[src/rtl/sweep_pkg.sv]
//==============================================================================
// sweep_pkg : shared types and sizing helpers for the truth-table sweeper
// Rev 1.0
//==============================================================================
`default_nettype none

package sweep_pkg;

   typedef enum logic [1:0] {
      IDLE = 2'd0,
      RUN  = 2'd1,
      DONE = 2'd2
   } state_t;

   localparam int DEF_N_IN   = 4;
   localparam int DEF_SETTLE = 2;

   // Number of input vectors for an n-input DUT
   function automatic int vec_count(input int n);
      return 1 << n;
   endfunction

   // Mismatch counter must hold 2^n, hence one extra bit
   function automatic int cnt_width(input int n);
      return n + 1;
   endfunction

endpackage

`default_nettype wire

[src/rtl/sweep_step_enc.sv]
//==============================================================================
// sweep_step_enc : maps sweep step number to the vector driven on the DUT
// Gray order when SWEEP_GRAY_EN is defined, binary order otherwise. Rev 1.0
//==============================================================================
`default_nettype none

module sweep_step_enc #(
   parameter int N = 4
) (
   input  logic [N-1:0] i_step,
   output logic [N-1:0] o_vec
);

`ifdef SWEEP_GRAY_EN
   // Exactly one DUT input toggles between consecutive steps
   assign o_vec = i_step ^ (i_step >> 1);
`else
   assign o_vec = i_step;
`endif

endmodule

`default_nettype wire

[src/rtl/truth_table_sweeper.sv]
//==============================================================================
// truth_table_sweeper : drives every input vector of a combinational DUT and
// checks its output against a captured truth table (order: SWEEP_GRAY_EN). Rev 1.0
//==============================================================================
`default_nettype none

module truth_table_sweeper
   import sweep_pkg::*;
#(
   parameter int N_IN   = DEF_N_IN,
   parameter int SETTLE = DEF_SETTLE
) (
   input  logic                              clk,
   input  logic                              rst_n,
   input  logic                              start,
   input  logic [vec_count(N_IN)-1:0]        expected,
   input  logic                              dut_out,
   output logic [N_IN-1:0]                   dut_in,
   output logic                              busy,
   output logic                              done,
   output logic                              pass,
   output logic [cnt_width(N_IN)-1:0]        fail_count,
   output logic                              first_fail_valid,
   output logic [N_IN-1:0]                   first_fail_idx
);

   localparam int              VEC_N    = vec_count(N_IN);
   localparam int              CNT_W    = cnt_width(N_IN);
   localparam logic [N_IN-1:0] c_LAST   = '1;
   localparam logic [7:0]      c_SETTLE = 8'(SETTLE);

   state_t             r_state;
   state_t             w_next;
   logic [VEC_N-1:0]   r_exp;
   logic [N_IN-1:0]    r_step;
   logic [7:0]         r_settle;
   logic [N_IN-1:0]    w_vec;
   logic               w_accept;
   logic               w_sample;
   logic               w_last;
   logic               w_mismatch;
   logic [CNT_W-1:0]   w_fc_next;

   sweep_step_enc #(
      .N (N_IN)
   ) u_enc (
      .i_step (r_step),
      .o_vec  (w_vec)
   );

   assign w_accept   = (r_state == IDLE) && start;
   assign w_sample   = (r_state == RUN) && (r_settle == 8'd0);
   assign w_last     = (r_step == c_LAST);
   // Case inequality so an undriven / X DUT output is reported as a mismatch
   assign w_mismatch = (dut_out !== r_exp[w_vec]);
   assign w_fc_next  = fail_count + {{N_IN{1'b0}}, w_mismatch};

   always_ff @(posedge clk or negedge rst_n) begin
      if (!rst_n) begin
         r_state <= IDLE;
      end else begin
         r_state <= w_next;
      end
   end

   always_comb begin
      w_next = r_state;
      busy   = 1'b0;
      done   = 1'b0;
      dut_in = '0;
      case (r_state)
         IDLE: begin
            if (start) begin
               w_next = RUN;
            end
         end
         RUN: begin
            busy   = 1'b1;
            dut_in = w_vec;
            if (w_sample && w_last) begin
               w_next = DONE;
            end
         end
         DONE: begin
            done   = 1'b1;
            w_next = IDLE;
         end
         default: begin
            w_next = IDLE;
         end
      endcase
   end

   always_ff @(posedge clk or negedge rst_n) begin
      if (!rst_n) begin
         r_exp            <= '0;
         r_step           <= '0;
         r_settle         <= 8'd0;
         pass             <= 1'b0;
         fail_count       <= '0;
         first_fail_valid <= 1'b0;
         first_fail_idx   <= '0;
      end else if (w_accept) begin
         r_exp            <= expected;
         r_step           <= '0;
         r_settle         <= c_SETTLE;
         pass             <= 1'b0;
         fail_count       <= '0;
         first_fail_valid <= 1'b0;
         first_fail_idx   <= '0;
      end else if (r_state == RUN) begin
         if (!w_sample) begin
            r_settle <= r_settle - 8'd1;
         end else begin
            fail_count <= w_fc_next;
            if (w_mismatch && !first_fail_valid) begin
               first_fail_valid <= 1'b1;
               first_fail_idx   <= w_vec;
            end
            if (w_last) begin
               // Includes the final sample, so pass is valid on DONE entry
               pass <= (w_fc_next == '0);
            end else begin
               r_step   <= r_step + 1'b1;
               r_settle <= c_SETTLE;
            end
         end
      end
   end

endmodule

`default_nettype wire

[config.mk]
export PLATFORM = sky130hd
export DESIGN_NAME = truth_table_sweeper
export DESIGN_NICKNAME = d
export VERILOG_FILES = /design/src/rtl/sweep_pkg.sv /design/src/rtl/sweep_step_enc.sv /design/src/rtl/truth_table_sweeper.sv
export SDC_FILE = /design/constraint.sdc
export NUM_CORES = 1
export LEC_CHECK = 0
export CAP_MARGIN = 10
export CORE_MARGIN = 2
export CORE_UTILIZATION = 39
export CTS_BUF_LIST = sky130_fd_sc_hd__clkbuf_8
export CTS_CLUSTER_SIZE = 8
export DETAILED_ROUTE_END_ITERATION = 10
export GPL_TIMING_DRIVEN = 0
export PLACE_DENSITY = 0.72
export SLEW_MARGIN = 5
export SYNTH_ARGS = -nofsm -noshare
export SYNTH_HDL_FRONTEND = slang
export SYNTH_SLANG_ARGS = --single-unit
[constraint.sdc]
create_clock -name clk -period 4.8 [get_ports clk]
set_input_delay 0.48 -clock clk [delete_from_list [all_inputs] [get_ports clk]]
set_output_delay 0.48 -clock clk [all_outputs]
set_load 0.05 [all_outputs]
-- Yosys cells after proc, flatten, opt, wreduce, memory -nomap -nowiden
Cells that the tools add are included.
- bits in registers: 41
- input port bits: 20
- word-level logic and storage cells: 69
- equality and inequality tests: 8
- reduce and logical (&&, ||, !) cells: 18
- magnitude comparators: 1
- add/sub/neg operators: 3
- muxes and demuxes: 31
- operator list (operator ; count):
    $mux 4 ; 9
    $mux 8 ; 4
    $mux 5 ; 3
    $mux 1 ; 11
    $reduce_and 3->1 ; 3
    $logic_not 8->1 ; 1
    $reduce_bool 2->1 ; 4
    $sub 8x1->8 const B ; 1
    $ne 2x2->1 const B ; 3
    $reduce_and 2->1 ; 3
    $add 5x1->5 ; 1
    $logic_not 5->1 ; 1
    $lt 4x5->1 const B ; 1
    $add 4x1->4 const B ; 1
    $bmux 1 s4 ; 1
    $eq 4x4->1 const B ; 1
    $logic_and 1x1->1 ; 4
    $mux 2 ; 2
    $pmux 2 s2 ; 1
    $ne 3x3->1 const B ; 1
    $eq 2x1->1 const B ; 1
    $eq 2x2->1 const B ; 1
    $logic_not 2->1 ; 1
    $logic_not 1->1 ; 1
    $nex 1x1->1 ; 1

-- Longest topological paths before layout
Gate-level depths: netlist of run 1.
- depth after elaboration: 9
- gate-level depth with buffers: 10

-- Hierarchy
Synthesis of run 1 repeated with hierarchy kept, for this count alone.
- cell total of the unflattened synthesis: 219
- area, all modules: 2037.0 µm²
- modules (own cells, without submodules) (module ; area an instance (µm²) ; instances ; cells each):
    truth_table_sweeper ; 2006.9 ; 1 ; 215
    sweep_step_enc ; 30.0 ; 1 ; 4

-- Least setup slack after synthesis of run 1
OpenSTA, ideal clock, no wires.
- kind: reg2reg
- start point: reg r_step[1]
- end point: reg pass
- required time: 4722 ps
- path slack: 2140 ps
- buffers on the path: 1
- clock period less this slack: 2660 ps
- arrival time: 2582 ps
- cell stages (with the launch flop): 11
- setup time: 78 ps
- cell sequence: dfrtp_1 > buf_6 > mux4_1 > mux4_2 > xor2_1 > ha_1 > ha_1 > nand3_1 > xor2_1 > nand4b_1 > a21oi_1
- longest elaborated chain between the ends: 9
- elaborated cells between the ends (all ways): 12
- those cells by class: add/sub (1); eq/ne (2); mux (6); reduce/logical (3)
- ends and longest elaborated chain (item ; RTL line ; RTL):
    start, declared ; truth_table_sweeper.sv:35 ; logic [N_IN-1:0] r_step;
    start signal, assigned ; truth_table_sweeper.sv:124 ; r_step <= r_step + 1'b1;
    $bmux 1 s4 ; truth_table_sweeper.sv:55 ; assign w_mismatch = (dut_out !== r_exp[w_vec]);
    $mux 1 (implied by the code) ; truth_table_sweeper.sv:55 ;
    $nex 1x1->1 ; truth_table_sweeper.sv:55 ;
    $add 5x1->5 ; truth_table_sweeper.sv:56 ; assign w_fc_next = fail_count + {{N_IN{1'b0}}, w_mismatch};
    $logic_not 5->1 ; truth_table_sweeper.sv:122 ; pass <= (w_fc_next == '0);
    $mux 1 ; truth_table_sweeper.sv:120 ; if (w_last) begin
    $mux 1 ; truth_table_sweeper.sv:112 ; if (!w_sample) begin
    $mux 1 ; truth_table_sweeper.sv:111 ; end else if (r_state == RUN) begin
    $mux 1 ; truth_table_sweeper.sv:103 ; end else if (w_accept) begin
    end signal, assigned ; truth_table_sweeper.sv:122 ;
    end, declared ; truth_table_sweeper.sv:21 ; output logic pass,
Several ways; a longest one is shown, not always the timed one. The select of a mux whose other input is x is not followed.
A chain may end at the register's enable or synchronous reset.

-- Final worst setup path of run 1
Ends and elaborated chain as after synthesis.

==> flow_summary_export.csv, run 1 <==
group,metric,value,unit
layout,area_growth_syn_to_layout,27.08,%
routing,route.detailed.drc,0,
floorplanning,ioPinCount,37,
placed_design,port_buffers,36,
routing,viasPerCell,4.936,
clock_tree,cts.repair.resized,0,
floorplanning,std_cell_rows,26,
timing,fin_tns_setup,0,ns
layout,final_cell_mix,"nand2_1, dfrtp_1, clkdlybuf4s50_1, nor2_1, inv_1",
worst_setup_path,crit-reg2reg-launch,"r_step[1]",
power,p_leak,1.218,nW
worst_setup_path,critPathLaunch,"r_step[1]",
worst_setup_path,crit_required,5.01,ns
clock_tree,cts_buffers,5,
routing,first_pass_iters,4,
layout,drive_gt1_frac,0.05792,
worst_setup_path,start_kind,"flip-flop",
worst_setup_path,critPathCaptureType,"flip-flop",
clock_tree,root_buffer,"clkbuf_8",
layout,nNetsFinal,283,
global_routing,track_usage,0.1588,
layout,final_common_cell,"nand2_1",
timing,worstMarginPinSlew,0.6178,ns
floorplanning,die_y,76.12,um
routing,avgRoutedWirePerCell,12.85,um
floorplanning,initial_utilization,0.3997,
routing,vias,1624,
status,outcome,"complete, no violations",
clock_tree,path_clk_slew,0.08,ns
worst_setup_path,arrival,3.12,ns
timing,max_freq,0.3438,GHz
timing,rsz0062_at_grt,"no",
synth,synth_cell_types,35,
synth,avgSynthCellArea,9.433,um2
synth,syn-num-nets,239,
layout,antenna_cells,0,
layout,final_util,0.5079,
synth,ys_seq_elements,41,
routing,initialDrtViolationCount,71,
timing,hold_slack,0.04742,ns
placed_design,gp_congestion,0.8182,
global_routing,grt_pass1_vias,1526,
clock_tree,post_cts_buffers,0,
synth,yosysWarnings,0,
clock_tree,cts_hold_buf,0,
run,maxCapViolations,0,
global_routing,grt_pass1_wl,7334,um
global_routing,grt_max_degree,34,
clock_tree,clk_path_buf_depth,2,
timing,maxSlewHeadroom,0.5846,
worst_setup_path,cp_max_fo,7,
clock_tree,tritoncts,"done",
timing,skew,0.006943,ns
timing,period_share,0.6060,
synth,seq_area_frac_synth,0.5059,
clock_tree,cts_sinks,41,
global_routing,antenna_found_initial,0,
power,p_per_area,237.3,nW/um2
synth,syn_inst,215,
timing,min_period,2.909,ns
routing,wirelength,4229,um
worst_setup_path,ff2ff_setup_slack,1.89,ns
timing,hold_viol_final,0,
clock_tree,cts_max_level,2,
worst_setup_path,worstSetupPathType,"flip-flop to flip-flop",
clock_tree,clkLatencyLatePin,0.29,ns
timing,maxSlewViolCount,0,
floorplanning,die_w,76.12,um
floorplanning,coreArea,5075,um2
hold_path,hold_class,"primary input to asynchronous set/reset pin",
placed_design,dp_hpwl,3174,um
timing,setup-violations-final,0,
routing,ant_nets,0,
floorplanning,die_area,5793,um2
synth,netlist_area,2028,um2
global_routing,overflow,0,
power,ir_drop,0.1331,mV
-- cell usage after synthesis --
| cell type | number | area share |
|---|---|---|
| nand2b_1 | 2 | 0.0062 |
| mux4_1 | 4 | 0.052 |
| dfrtp_1 | 41 | 0.51 |
| or4_1 | 1 | 0.0037 |
| nand4b_1 | 1 | 0.0043 |
| nor3b_4 | 1 | 0.0093 |
| ha_1 | 4 | 0.025 |
| and3_1 | 1 | 0.0031 |
| inv_1 | 10 | 0.019 |
| a21oi_1 | 5 | 0.012 |
| clkbuf_1 | 5 | 0.0093 |
| buf_2 | 2 | 0.0049 |
| mux2i_1 | 4 | 0.020 |
| a31oi_1 | 4 | 0.012 |
| buf_6 | 2 | 0.011 |
| nand2_1 | 67 | 0.12 |
| xor2_1 | 5 | 0.022 |
| o41ai_1 | 1 | 0.0043 |
| and2_1 | 3 | 0.0093 |
| o311ai_0 | 1 | 0.0043 |
| nand3_1 | 7 | 0.017 |
| o21ai_0 | 9 | 0.022 |
| mux4_2 | 1 | 0.011 |
| or3_1 | 3 | 0.0093 |
| nor2_1 | 16 | 0.030 |
| o211ai_1 | 2 | 0.0074 |
| nor3_1 | 3 | 0.0074 |
| o22ai_1 | 2 | 0.0062 |
| nor2b_1 | 1 | 0.0031 |
| or4b_1 | 1 | 0.0049 |
| o2bb2ai_1 | 1 | 0.0043 |
| nor4_1 | 1 | 0.0031 |
| clkbuf_2 | 1 | 0.0025 |
| a21o_1 | 1 | 0.0037 |
| o31ai_1 | 2 | 0.0074 |
-- cell families after synthesis --
family                   after synthesis  share of synthesized area
multiplexers                           9                    0.08266
XOR/XNOR                               5                    0.02159
flip-flops                            41                     0.5059
AND/OR/NAND/NOR                      108                     0.2344
buffers and inverters                 20                    0.04627
AO/OA/AOI/OAI                         28                    0.08451
adder cells (fa/ha/maj)                4                    0.02468
-- critical path, cell delays in order (launching register included) --
cell	delay, ns
dfrtp_1	0.37
buf_6	0.14
mux4_1	0.56
mux4_2	0.49
xor2_1	0.23
ha_1	0.23
ha_1	0.23
nand3_1	0.11
xor2_1	0.20
nand4b_1	0.12
a21oi_1	0.15
-- registers in the layout, summed over array words and instances, names as in the netlist --
register	flops
pass	1
first_fail_idx	4
r_settle	8
fail_count	5
r_state	2
first_fail_valid	1
r_step	4
r_exp	16
-- routing by layer --
layer | wire (um) | vias to the layer above | global-route usage
met5 | 0 | - | 0
met4 | 30 | 0 | 0.03818
met3 | 279 | 4 | 0.05569
met2 | 1930 | 47 | 0.2411
met1 | 1988 | 755 | 0.2196
li1 | - | 818 | -
-- per-stage QoR --
step                      cells  setup slack, ns  instance area, um2  total power [W]
after floorplan             215            2.140                2028        0.0003663
after global placement      321            1.933                2476        0.0003940
after detailed placement    322            1.892                2491        0.0003958
after CTS                   329            1.860                2577        0.0006170
after global routing        329            1.690                2577        0.0006371
final                       329            1.891                2577        0.0006117
-- power breakdown --
group | total [W] | internal, W | switching, W
clock | 0.000223 | 0.000112 | 0.000111
sequential | 0.000349 | 0.000347 | 0.00000205
combinational | 0.0000390 | 0.0000200 | 0.0000190
-- final timing paths --
| path | end | depth (start not counted) |
|---|---|---|
| min in group clk | r_exp[4] | 2 |
| worst min register to register | r_exp[4] | 2 |
| worst max register to register | pass | 10 |
| worst max-delay path | pass | 10 |
| worst min-delay path | r_exp[12] | 1 |
| max in group asynchronous | r_exp[11] | 2 |
-- layout make-up --
type                            instances  area [um2]
Buffer                                 10       56.30
Clock inverter                          1       3.754
Fill cell                             495        2497
Tap cell                               70       87.58
Sequential cell                        41        1026
Clock buffer                            6       82.58
Timing Repair Buffer                   37       375.4
Multi-Input combinational cell        154       908.4
Inverter                               10       37.54
(Power assumes the default switching activity.)
==> run 2, diff against run 1 <==
==> constraint.sdc (replaced) <==
create_clock -name clk -period 2.9 [get_ports clk]
set_input_delay 0.29 -clock clk [delete_from_list [all_inputs] [get_ports clk]]
set_output_delay 0.29 -clock clk [all_outputs]
set_load 0.05 [all_outputs]
==> run 2 against run 1 <==
Effect of this change:
- worst hold slack better by 0.34 ns
- first-iteration DRC count is 32% higher
- combinational power is 72% higher
- fmax is 3.5% higher
- largest cell class unchanged
- highest routed layer unchanged
==> flow_summary_export.csv, run 2 (synthesis gave the netlist of run 1 again) <==
group,metric,value,unit
routing,first_pass_iters,4,
layout,final_cell_mix,"nand2_1, dfrtp_1, clkdlybuf4s50_1, nor2_1, inv_1",
clock_tree,root_buffer,"clkbuf_8",
worst_setup_path,crit_chain,"buf_6 -> mux4_2 -> mux4_2 -> xor2_2 -> ha_2 -> ha_2 -> nand3_1 -> xor2_1 -> nand4b_1 -> a21oi_1",
layout,fillers,494,
power,p_per_area,388.5,nW/um2
power,ir_drop,0.2224,mV
layout,largest_reg_flops,16,
worst_setup_path,path_depth,10,
timing,maxSlewViolCount,0,
global_routing,antenna_found_initial,0,
worst_setup_path,worstSetupPathType,"flip-flop to flip-flop",
timing,period_share,0.9691,
worst_setup_path,arrival,3.02,ns
worst_setup_path,cpLargestDelayFamily,"multiplexers",
timing,min_period,2.810,ns
global_routing,overflow,0,
routing,vias,1627,
power,power.total,0.001014,W
worst_setup_path,crit-reg2reg-launch,"r_step[1]",
placed_design,gp_congestion,0.8182,
floorplanning,std_cell_rows,26,
floorplanning,coreArea,5075,um2
clock_tree,cts_buffers,5,
status,outcome,"complete, no violations",
placed_design,dp_cells,322,
worst_setup_path,cp_max_fo,7,
placed_design,port_buffers,36,
floorplanning,die_w,76.12,um
layout,max_flop_register,"r_exp",
layout,stdcell_count,333,
global_routing,grt_max_degree,34,
worst_setup_path,endpoint,"pass",
placed_design,dp_hpwl,3174,um
floorplanning,initial_utilization,0.3997,
run,maxCapViolations,0,
layout,antenna_cells,0,
hold_path,hold_class,"primary input to asynchronous set/reset pin",
global_routing,grt_pass1_wl,7376,um
worst_setup_path,start_kind,"flip-flop",
clock_tree,clk_path_buf_depth,2,
routing,wirelength,4405,um
worst_setup_path,ff2ff_setup_slack,0.09,ns
worst_setup_path,path_buf_inv,1,
layout,largest_registers,"r_exp x16, r_settle x8, fail_count x5",
floorplanning,ioPinCount,37,
routing,viasPerCell,4.886,
worst_setup_path,critPathCaptureType,"flip-flop",
timing,worstMarginPinSlew,0.6158,ns
timing,rsz0062_at_grt,"yes",
clock_tree,cts_max_level,2,
layout,area_growth_syn_to_layout,28.69,%
timing,setup-violations-final,0,
layout,drive_gt1_frac,0.09886,
worst_setup_path,timing.rr.end,"pass",
clock_tree,cts_sinks,41,
timing,maxSlewHeadroom,0.5859,
placed_design,placed_area,2491,um2
timing,skew,0.004095,ns
timing,hold_viol_final,0,
clock_tree,clkLatencyLatePin,0.28,ns
routing,route.detailed.drc,0,
worst_setup_path,cpMaxStageDelayCell,"mux4_2",
clock_tree,path_clk_slew,0.07,ns
layout,nNetsFinal,287,
worst_setup_path,crit_required,3.11,ns
worst_setup_path,critPathLaunch,"r_step[1]",
layout,final_common_cell,"nand2_1",
routing,initialDrtViolationCount,94,
worst_setup_path,reg2reg_depth,10,
floorplanning,die_area,5793,um2
layout,final_area,2610,um2
routing,avgRoutedWirePerCell,13.23,um
power,p_leak,1.202,nW
global_routing,track_usage,0.1599,
routing,ant_nets,0,
floorplanning,die_y,76.12,um
timing,max_freq,0.3558,GHz
worst_setup_path,critPathMaxStageDelay,0.51,ns
global_routing,grt_pass1_vias,1529,
clock_tree,tritoncts,"done",
-- run 2: area by class of cell --
class | count | area (um2) | area share
inverters | 10 | 37.54 | 0.01438
multi-input cells | 154 | 908.4 | 0.3480
repair buffers | 41 | 407.9 | 0.1563
clock inverters | 1 | 3.754 | 0.001438
plain buffers | 10 | 56.30 | 0.02157
clock buffers | 6 | 82.58 | 0.03164
flip-flops and latches | 41 | 1026 | 0.3931
well taps | 70 | 87.58 | 0.03356
-- run 2: metal layers --
| layer | wire (um) | GRT usage | up-vias | share of wire |
|---|---|---|---|---|
| met4 | 35 | 0.03818 | 0 | 0.0079 |
| met2 | 2057 | 0.2429 | 45 | 0.47 |
| li1 | - | - | 815 | - |
| met5 | 0 | 0 | - | 0 |
| met1 | 2056 | 0.2215 | 763 | 0.47 |
| met3 | 255 | 0.05569 | 4 | 0.058 |
-- run 2: repair_timing --
action / 4_1_cts / 5_1_grt
hold endpoints to repair: 8 / 0
buffers inserted: 0 / 3
resized for setup: 1 / 7
hold buffers: 1 / 0
endpoints found under the setup margin: 1 / 1
pin swaps: 0 / 4
-- run 2: worst reg2reg max path, stage by stage (launching register included) --
cell,delay [ns]
dfrtp_1,0.38
buf_6,0.15
mux4_2,0.51
mux4_2,0.51
xor2_2,0.21
ha_2,0.21
ha_2,0.21
nand3_1,0.10
xor2_1,0.20
nand4b_1,0.12
a21oi_1,0.14
-- run 2: where the power goes --
part	internal [W]	switching (W)	total, W	leakage, nW
clock network	0.000185	0.000183	0.000369	0.0485
logic	0.0000350	0.0000320	0.0000670	0.648
registers	0.000575	0.00000343	0.000578	0.505
total	0.000795	0.000219	0.00101	1.20
-- run 2: worst min-delay path by stage --
stage | from | to | slack [ns] | cells after the start
floorplan | rst_n | fail_count[0] | -0.006 | 0
global placement | r_exp[10] | r_exp[10] | 0.45 | 2
detailed placement | rst_n | r_exp[6] | 0.17 | 1
CTS | rst_n | r_exp[6] | 0.39 | 2
global route | rst_n | r_exp[12] | 0.39 | 2
finish | rst_n | r_exp[12] | 0.39 | 2
-- run 2: through the flow --
step	setup TNS [ns]	hold slack (ns)	worst slack, ns	util
after detailed placement	-0.008204	0.1683	-0.008204	0.4909
after global placement	0	0.4496	0.03291	0.4879
after floorplan	0	-0.005591	0.2402	-
after CTS	0	0.3897	0.009114	0.5113
final	0	0.3896	0.08957	0.5143
after global routing	-0.05387	0.3921	-0.05387	0.5143
==> run 3, diff against run 2 <==
--- a/config.mk
+++ b/config.mk
@@ -13,6 +13,7 @@
 export DETAILED_ROUTE_END_ITERATION = 10
 export GPL_TIMING_DRIVEN = 0
 export PLACE_DENSITY = 0.72
+export SKIP_CTS_REPAIR_TIMING = 1
 export SLEW_MARGIN = 5
 export SYNTH_ARGS = -nofsm -noshare
 export SYNTH_HDL_FRONTEND = slang
==> run 3 against run 2 <==
Effect of this change:
- non-clock buffer count unchanged
- sequential power is essentially flat
- utilization stayed put
- total power is essentially flat
- critical endpoint unchanged
==> flow_summary_export.csv, run 3 (synthesis gave the netlist of run 1 again) <==
group,metric,value,unit
floorplanning,ioPinCount,37,
worst_setup_path,cp_max_fo,7,
routing,wirelength,4398,um
placed_design,dp_hpwl,3174,um
power,p_per_area,388.6,nW/um2
placed_design,port_buffers,36,
routing,vias,1627,
clock_tree,path_clk_slew,0.07,ns
routing,route.detailed.drc,0,
timing,finalWorstSetupSlack,0.08677,ns
clock_tree,cts_sinks,41,
timing,skew,0.004096,ns
global_routing,antenna_found_initial,0,
floorplanning,die_area,5793,um2
hold_path,hold_class,"primary input to asynchronous set/reset pin",
layout,drive_gt1_frac,0.09886,
timing,maxSlewHeadroom,0.5859,
routing,initialDrtViolationCount,80,
routing,avgRoutedWirePerCell,13.21,um
routing,ant_nets,0,
worst_setup_path,worstSetupPathType,"flip-flop to flip-flop",
clock_tree,root_buffer,"clkbuf_8",
layout,antenna_cells,0,
clock_tree,cts_max_level,2,
routing,viasPerCell,4.886,
timing,max_freq,0.3555,GHz
run,maxCapViolations,0,
global_routing,grt_pass1_wl,7334,um
status,outcome,"complete, no violations",
timing,min_period,2.813,ns
floorplanning,initial_utilization,0.3997,
global_routing,track_usage,0.1588,
layout,largest_registers,"r_exp x16, r_settle x8, fail_count x5",
layout,largest_reg_flops,16,
timing,maxSlewViolCount,0,
timing,worstMarginPinSlew,0.6160,ns
power,power.total,0.001014,W
clock_tree,cts_buffers,5,
layout,max_flop_register,"r_exp",
global_routing,grt_max_degree,34,
worst_setup_path,critPathCaptureType,"flip-flop",
routing,first_pass_iters,4,
layout,nNetsFinal,287,
floorplanning,std_cell_rows,26,
worst_setup_path,arrival,3.02,ns
worst_setup_path,start_kind,"flip-flop",
timing,hold_viol_final,0,
floorplanning,coreArea,5075,um2
worst_setup_path,crit_required,3.11,ns
global_routing,overflow,0,
layout,final_util,0.5143,
timing,setup-violations-final,0,
clock_tree,clkLatencyLatePin,0.28,ns
timing,rsz0062_at_grt,"yes",
layout,final_cell_mix,"nand2_1, dfrtp_1, clkdlybuf4s50_1, nor2_1, inv_1",
layout,final_common_cell,"nand2_1",
clock_tree,clk_path_buf_depth,2,
floorplanning,die_y,76.12,um
layout,area_growth_syn_to_layout,28.69,%
power,p_leak,1.202,nW
global_routing,grt_pass1_vias,1526,
timing,period_share,0.9701,
placed_design,pre_cts_slack,-0.008204,ns
clock_tree,tritoncts,"done",
power,ir_drop,0.2222,mV
placed_design,gp_congestion,0.8182,
floorplanning,die_w,76.12,um
-- run 3: cell counts in the layout (fill, tap and decap cells not counted) --
No cell type changed its count.
-- run 3: layer usage --
layer / wire (um) / vias up / GRT usage
li1: - / 816 / -
met1: 2052 / 761 / 0.2196
met2: 2059 / 46 / 0.2411
met3: 251 / 4 / 0.05569
met4: 35 / 0 / 0.03818
met5: 0 / - / 0
-- run 3: path summary, 6_finish.rpt --
check	start	end	slack [ns]	cells after the start
min in group clk	r_exp[8]	r_exp[8]	0.47	2
max	r_step[1]	pass	0.09	10
min reg2reg	r_exp[8]	r_exp[8]	0.47	2
max reg2reg	r_step[1]	pass	0.09	10
max in group asynchronous	rst_n	fail_count[0]	2.07	3
min	rst_n	r_exp[12]	0.39	2
-- run 3: stage by stage --
stage | hold WS [ns] | setup TNS (ns) | cell area, um2 | std cells
floorplan | -0.005591 | 0 | 2028 | 215
global route | 0.3926 | -0.05351 | 2610 | 333
global placement | 0.4496 | 0 | 2476 | 321
detailed placement | 0.1683 | -0.008204 | 2491 | 322
finish | 0.3882 | 0 | 2610 | 333
CTS | -0.1399 | -0.03992 | 2577 | 329
-- run 3: final cells by class --
cell class                      instances  area, um2
Timing Repair Buffer                   41      407.9
Multi-Input combinational cell        154      908.4
Buffer                                 10      56.30
Clock inverter                          1      3.754
Inverter                               10      37.54
Fill cell                             494       2465
Tap cell                               70      87.58
Clock buffer                            6      82.58
Sequential cell                        41       1026
-- run 3: where the power goes --
group          switching [W]  total (W)  leakage, nW  internal, W
Clock               0.000184   0.000369       0.0485     0.000185
Combinational      0.0000320  0.0000670        0.648    0.0000350
Sequential        0.00000343   0.000578        0.505     0.000575
-- run 3: critical path: stages, from the launching register on --
cell	delay [ns]
dfrtp_1	0.38
buf_6	0.15
mux4_2	0.51
mux4_2	0.51
xor2_2	0.21
ha_2	0.21
ha_2	0.21
nand3_1	0.10
xor2_1	0.20
nand4b_1	0.12
a21oi_1	0.14
